## src/rtl/tick_monitor_if.sv

```systemverilog
// Signal bundle between a slow timing source and tick_monitor.
// The master modport drives sig_in. The slave modport (the monitor) drives the measurement outputs.
interface tick_monitor_if;
    logic        sig_in;
    logic        tick;
    logic        meas_valid;
    logic [27:0] period;
    logic [27:0] high_time;
    logic        period_err;
    logic        lost;
    logic [5:0]  sec;
    logic [5:0]  min;

    modport master (
        output sig_in,
        input  tick, meas_valid, period, high_time, period_err, lost, sec, min
    );

    modport slave (
        input  sig_in,
        output tick, meas_valid, period, high_time, period_err, lost, sec, min
    );
endinterface

```

## src/rtl/tick_monitor.sv

```systemverilog
// Measures the period and high time of a slow asynchronous square wave and flags loss of signal.
// Define TICK_MONITOR_CLOCK_EN to add a seconds/minutes counter that advances on each tick.
module tick_monitor #(
    parameter int NOMINAL_PERIOD = 100000001,
    parameter int TOLERANCE      = 1000,
    parameter int TIMEOUT        = 200000002
) (
    input  logic           clk,
    input  logic           rst,
    tick_monitor_if.slave  bus
);
    localparam int          W    = 28;
    localparam logic [W-1:0] LAST = W'(TIMEOUT - 1);
    localparam logic [W-1:0] NOM  = W'(NOMINAL_PERIOD);
    localparam logic [W-1:0] TOL  = W'(TOLERANCE);

    typedef enum logic [1:0] {IDLE, HIGH, LOW} state_t;

    state_t         state, state_nxt;
    logic           sync_p0, sync_p1, hist_p2;
    logic           rise, fall, timeout;
    logic           publish, missed, latch_cand, set_lost, run_cnt;
    logic [W-1:0]   cnt, cand, cnt_inc;
    logic           tick_r, mv_r, perr_r, lost_r;
    logic [W-1:0]   period_r, high_r;

    function automatic logic [W-1:0] sat_inc(input logic [W-1:0] v);
        return (v >= LAST) ? LAST : v + W'(1);
    endfunction

    function automatic logic out_of_tol(input logic [W-1:0] p);
        logic [W-1:0] d;
        d = (p >= NOM) ? p - NOM : NOM - p;
        return d > TOL;
    endfunction

    // Stage boundary: two-flop synchronizer followed by a history flop for edge detection.
    always_ff @(posedge clk or posedge rst) begin
        if (rst) begin
            sync_p0 <= 1'b0;
            sync_p1 <= 1'b0;
            hist_p2 <= 1'b0;
        end else begin
            sync_p0 <= bus.sig_in;
            sync_p1 <= sync_p0;
            hist_p2 <= sync_p1;
        end
    end

    assign rise    = sync_p1 & ~hist_p2;
    assign fall    = ~sync_p1 & hist_p2;
    assign timeout = (cnt == LAST);
    // cnt never exceeds TIMEOUT-1, so cnt+1 fits in W bits.
    assign cnt_inc = cnt + W'(1);

    always_ff @(posedge clk or posedge rst) begin
        if (rst) state <= IDLE;
        else     state <= state_nxt;
    end

    always_comb begin
        state_nxt = state;
        case (state)
            IDLE: if (rise) state_nxt = HIGH;
            HIGH: begin
                if (rise)         state_nxt = HIGH;
                else if (timeout) state_nxt = IDLE;
                else if (fall)    state_nxt = LOW;
            end
            LOW: begin
                if (rise)         state_nxt = HIGH;
                else if (timeout) state_nxt = IDLE;
            end
            default: state_nxt = IDLE;
        endcase
    end

    always_comb begin
        publish    = (state != IDLE) && rise;
        missed     = (state == HIGH) && rise;
        latch_cand = (state == HIGH) && fall && !rise;
        set_lost   = (state != IDLE) && timeout && !rise;
        run_cnt    = (state != IDLE);
    end

    // Stage boundary: registered measurement outputs.
    always_ff @(posedge clk or posedge rst) begin
        if (rst) begin
            cnt      <= '0;
            cand     <= '0;
            tick_r   <= 1'b0;
            mv_r     <= 1'b0;
            period_r <= '0;
            high_r   <= '0;
            perr_r   <= 1'b0;
            lost_r   <= 1'b0;
        end else begin
            tick_r <= rise;
            mv_r   <= publish;
            if (rise)                     cnt <= '0;
            else if (run_cnt && !set_lost) cnt <= sat_inc(cnt);
            if (latch_cand) cand <= cnt_inc;
            if (publish) begin
                period_r <= cnt_inc;
                high_r   <= missed ? cnt_inc : cand;
                perr_r   <= out_of_tol(cnt_inc);
            end
            if (rise)          lost_r <= 1'b0;
            else if (set_lost) lost_r <= 1'b1;
        end
    end

`ifdef TICK_MONITOR_CLOCK_EN
    logic [5:0] sec_r, min_r;

    always_ff @(posedge clk or posedge rst) begin
        if (rst) begin
            sec_r <= '0;
            min_r <= '0;
        end else if (rise && !lost_r) begin
            if (sec_r == 6'd59) begin
                sec_r <= '0;
                min_r <= (min_r == 6'd59) ? 6'd0 : min_r + 6'd1;
            end else begin
                sec_r <= sec_r + 6'd1;
            end
        end
    end

    assign bus.sec = sec_r;
    assign bus.min = min_r;
`else
    assign bus.sec = '0;
    assign bus.min = '0;
`endif

    assign bus.tick       = tick_r;
    assign bus.meas_valid = mv_r;
    assign bus.period     = period_r;
    assign bus.high_time  = high_r;
    assign bus.period_err = perr_r;
    assign bus.lost       = lost_r;
endmodule

```

## src/flat_wrapper.sv

```systemverilog
// flat-port wrapper written by rule: the top's interface ports become plain ports
module tick_monitor_flat 
#(
    parameter int NOMINAL_PERIOD = 100000001,
    parameter int TOLERANCE      = 1000,
    parameter int TIMEOUT        = 200000002
)
  (clk, rst, bus_sig_in, bus_tick, bus_meas_valid, bus_period, bus_high_time, bus_period_err, bus_lost, bus_sec, bus_min);
  tick_monitor_if bus_i ();
  input  logic clk;
  input  logic rst;
  input wire logic [$bits(bus_i.sig_in)-1:0] bus_sig_in;
  output wire logic [$bits(bus_i.tick)-1:0] bus_tick;
  output wire logic [$bits(bus_i.meas_valid)-1:0] bus_meas_valid;
  output wire logic [$bits(bus_i.period)-1:0] bus_period;
  output wire logic [$bits(bus_i.high_time)-1:0] bus_high_time;
  output wire logic [$bits(bus_i.period_err)-1:0] bus_period_err;
  output wire logic [$bits(bus_i.lost)-1:0] bus_lost;
  output wire logic [$bits(bus_i.sec)-1:0] bus_sec;
  output wire logic [$bits(bus_i.min)-1:0] bus_min;
  assign bus_i.sig_in = bus_sig_in;
  assign bus_tick = bus_i.tick;
  assign bus_meas_valid = bus_i.meas_valid;
  assign bus_period = bus_i.period;
  assign bus_high_time = bus_i.high_time;
  assign bus_period_err = bus_i.period_err;
  assign bus_lost = bus_i.lost;
  assign bus_sec = bus_i.sec;
  assign bus_min = bus_i.min;
  tick_monitor #(.NOMINAL_PERIOD(NOMINAL_PERIOD), .TOLERANCE(TOLERANCE), .TIMEOUT(TIMEOUT)) u_core (.clk(clk), .rst(rst), .bus(bus_i));
endmodule
```

## config.mk

```make
export PLATFORM = sky130hd
export DESIGN_NAME = tick_monitor_flat
export DESIGN_NICKNAME = d
export VERILOG_FILES = /design/src/rtl/tick_monitor_if.sv /design/src/rtl/tick_monitor.sv /design/src/flat_wrapper.sv
export SDC_FILE = /design/constraint.sdc
export NUM_CORES = 1
export LEC_CHECK = 0
export CAP_MARGIN = 25
export CORE_MARGIN = 2
export CORE_UTILIZATION = 40
export CTS_BUF_LIST = sky130_fd_sc_hd__clkbuf_4 sky130_fd_sc_hd__clkbuf_8
export CTS_CLUSTER_SIZE = 8
export DETAILED_ROUTE_END_ITERATION = 6
export PLACE_DENSITY_LB_ADDON = 0.2
export SETUP_SLACK_MARGIN = 0.05
export SYNTH_ARGS = -nofsm -noshare
export SYNTH_HDL_FRONTEND = slang
export SYNTH_SLANG_ARGS = --single-unit
```

## constraint.sdc

```tcl
create_clock -name clk -period 12.6 [get_ports clk]
set_clock_uncertainty 0.2 [all_clocks]
set_input_delay 2.52 -clock clk [delete_from_list [all_inputs] [get_ports clk]]
set_output_delay 2.52 -clock clk [all_outputs]
set_load 0.01 [all_outputs]
```

==> impl_metrics.ini <==
[setup_path]
worst_setup_path_endpoint = u_core.bus.period_err
setup.worst_path.class = flop to flop
cp.arrival_ns = 5.17
worst_setup_path_start_kind = flop
crit_path_max_fanout = 17
worst-r2r-setup-slack_ns = 7.57
cp-startpoint = u_core.cnt[0]
r2r_end = u_core.bus.period_err
rr_startpoint = u_core.cnt[0]
required_ns = 12.74
cp-end-kind = flop
reg2reg_depth = 14

[global_routing]
largest_net_degree_at_the_start_of_global_routing = 79
grt_first_pass_wirelength_mm = 32.6
antenna_found_initial = 0
grt_util_all_layers_pct = 22.5
globalRouteOverflowTotal = 0
grt_pass1_vias = 5787

[logic_synthesis]
syn-mean-instance-area_sq_um = 8.34
postSynth.asyncResetShare_pct = 100
dominantRegCellSynth = dfrtp_1
yosys.cell_types.count = 73
syn-cell-area_sq_um = 7150
synth_largest_type_area_fraction_pct = 42.4
yosys_warnings = 0
ys_seq_elements = 121
post_synth_top_area_cell = dfrtp_1
seq_area_frac_synth_pct = 42.4
synth_enable_flop_cells = 0
synth_area_leaders = dfrtp_1 (42%), o21ai_0 (6.7%), a21oi_1 (6.0%)
synthCells = 857

[detailed_routing]
routed_wl_mm = 20.5
firstDrtPassIters = 5
detailedRoute.firstIterationViolations = 670
detailroute.via_count = 6451
drt.antenna.violating_nets = 0
wl_per_cell_um = 18.3
drc = 0
vias_per_cell = 5.75

[sta]
timing.max_slew.rel_slack_pct = 35.5
whs_ns = 0.157
fmax_mhz = 199
post-route-period-util_pct = 39.9
finalSetupViolations = 0
fin_tns_setup_ns = 0
grt_setup_unrepaired = false
worst-slew-pin-transition_ns = 0.961
final_period_minus_worst_setup_slack_ns = 5.03
report.final.slew_viol_count = 0
report.final.hold_viol_count = 0

[clock_tree]
clock_tree.root_cell = clkbuf_8
clock_tree_from_tritoncts = done
cts_buffer_depth = 2
cts.clk_slew.worst_paths_ns = 0.08
clock_sinks = 121
ctsResizeCount = 0
clock_latency_ns = 0.46
postCtsSetupRepairBufs = 0
ctsHoldBuffers = 0
tritoncts.num_buffers = 17
cts_max_level = 4

[run]
drv_cap = 0

[power]
vdd_drop_max_mv = 0.106
p_int_mw = 0.912
cellLeakagePower_nw = 3.29
power.combinational.fraction_pct = 35.1
clockPowerShare_pct = 25.0
p_sw_share_pct = 37.7
power.switching_mw = 0.551
pwr-share-seq_pct = 39.8
p_per_area_nw_per_um2 = 176

[status]
outcome = complete, no violations

[finish]
drive_above_1_share_pct = 7.03
layout_commonest_cell = dfrtp_1
syn_to_final_growth_pct = 16.4
ant_cells = 0
fin_nets = 895
mostFrequentLayoutCells = dfrtp_1 (121), o21ai_0 (94), a21oi_1 (86)

[worst_hold_path]
worst_min_path_class = flop to flop

[die]
site_rows = 48
io-pin-count = 75
initial_core_util_pct = 41.2
core_sq_um = 17400
chipHeight_um = 138
die_w_um = 138
design.die.area_sq_um = 19000

[placement]
gp_routability_congestion = 0.923
dp_hpwl_mm = 14.1
number_of_buffers_inserted_by_port_buffering = 62
per-stage QoR:
stage	cells	setup WS, ns	power [mW]	utilization, %	cell area [sq um]
5_1_grt	1121	7.20	1.56	48.0	8320
4_1_cts	1118	7.62	1.46	47.5	8250
3_5_place_dp	1087	7.66	1.10	45.2	7850
3_3_place_gp	1087	7.79	1.09	45.2	7850
2_1_floorplan	868	6.67	0.892	-	7190
6_report	1121	7.57	1.46	48.0	8320
sequential cells by signal, indices dropped and copies added (netlist names), 2 cells and up:
register and cells:
u_core.cand 28, u_core.cnt 28, u_core.bus.high_time 28, u_core.bus.period 28
u_core.state 2
area by class of cell:
cell class / count / area [sq um]
fillers: 1682 / 9030
clock inverters: 14 / 174
clock buffers: 17 / 234
well taps: 225 / 282
flip-flops and latches: 121 / 3030
inverters: 17 / 66.3
multi-input cells: 648 / 3740
repair buffers: 79 / 796
cell families after synthesis:
| kind of cell | synth area share (%) |
|---|---|
| AOI/OAI and AO/OA | 23.6 |
| other | 0.0525 |
| muxes | 0.718 |
| buffers and inverters | 6.13 |
| adders and majority gates | 1.40 |
| and+or+nand+nor | 20.8 |
| xor gates and xnor gates | 5.01 |
| DFF | 42.4 |
worst max-delay path: stages (launching register included):
cell       delay, ns
dfrtp_1         0.54
ha_1            0.51
nand2_1         0.34
nor4_4          0.50
xnor2_2         0.23
or3_1           0.47
or2_1           0.40
a2111oi_4       0.29
o32ai_2         0.14
buf_4           0.22
or2_0           0.23
a211o_1         0.30
nand3_1         0.09
a221oi_1        0.08
o32a_1          0.37
routing by layer:
metal	wire, um	vias to the layer above	track usage, %	share of wire, %
met5	0	-	0	0
met1	9680	3105	31.7	47
met2	9480	182	35.0	46
li1	-	3143	-	-
met4	260	0	5.33	1.3
met3	1040	21	5.26	5.1
power by group through the flow:
stage	Clock, mW	Combinational, mW	Sequential, mW
detailed placement	0	0.508	0.588
global placement	0	0.503	0.587
CTS	0.373	0.510	0.582
finish	0.366	0.514	0.583
floorplan	0	0.317	0.575
global route	0.390	0.572	0.598
how the worst min path moves through the flow:
stage                   startpoint  slack (ns)        endpoint  depth (start not counted)
floorplan           u_core.sync_p0        0.13  u_core.sync_p1                          0
global placement    u_core.sync_p0        0.13  u_core.sync_p1                          0
detailed placement  u_core.sync_p0        0.14  u_core.sync_p1                          0
CTS                 u_core.sync_p0        0.15  u_core.sync_p1                          0
global route        u_core.sync_p0        0.16  u_core.sync_p1                          0
finish              u_core.sync_p0        0.16  u_core.sync_p1                          0
synth_stat cells, drive strengths merged, types with 15 or more instances:
cell type / count
nor3: 20
a21oi: 87
inv: 17
dfrtp: 121
nor4: 16
nor2: 81
clkbuf: 49
nand3: 44
xnor2: 25
nand4: 17
buf: 33
nand2: 76
xor2: 15
o22ai: 31
o21ai: 100
No activity file was read; power rests on OpenSTA's default activity.
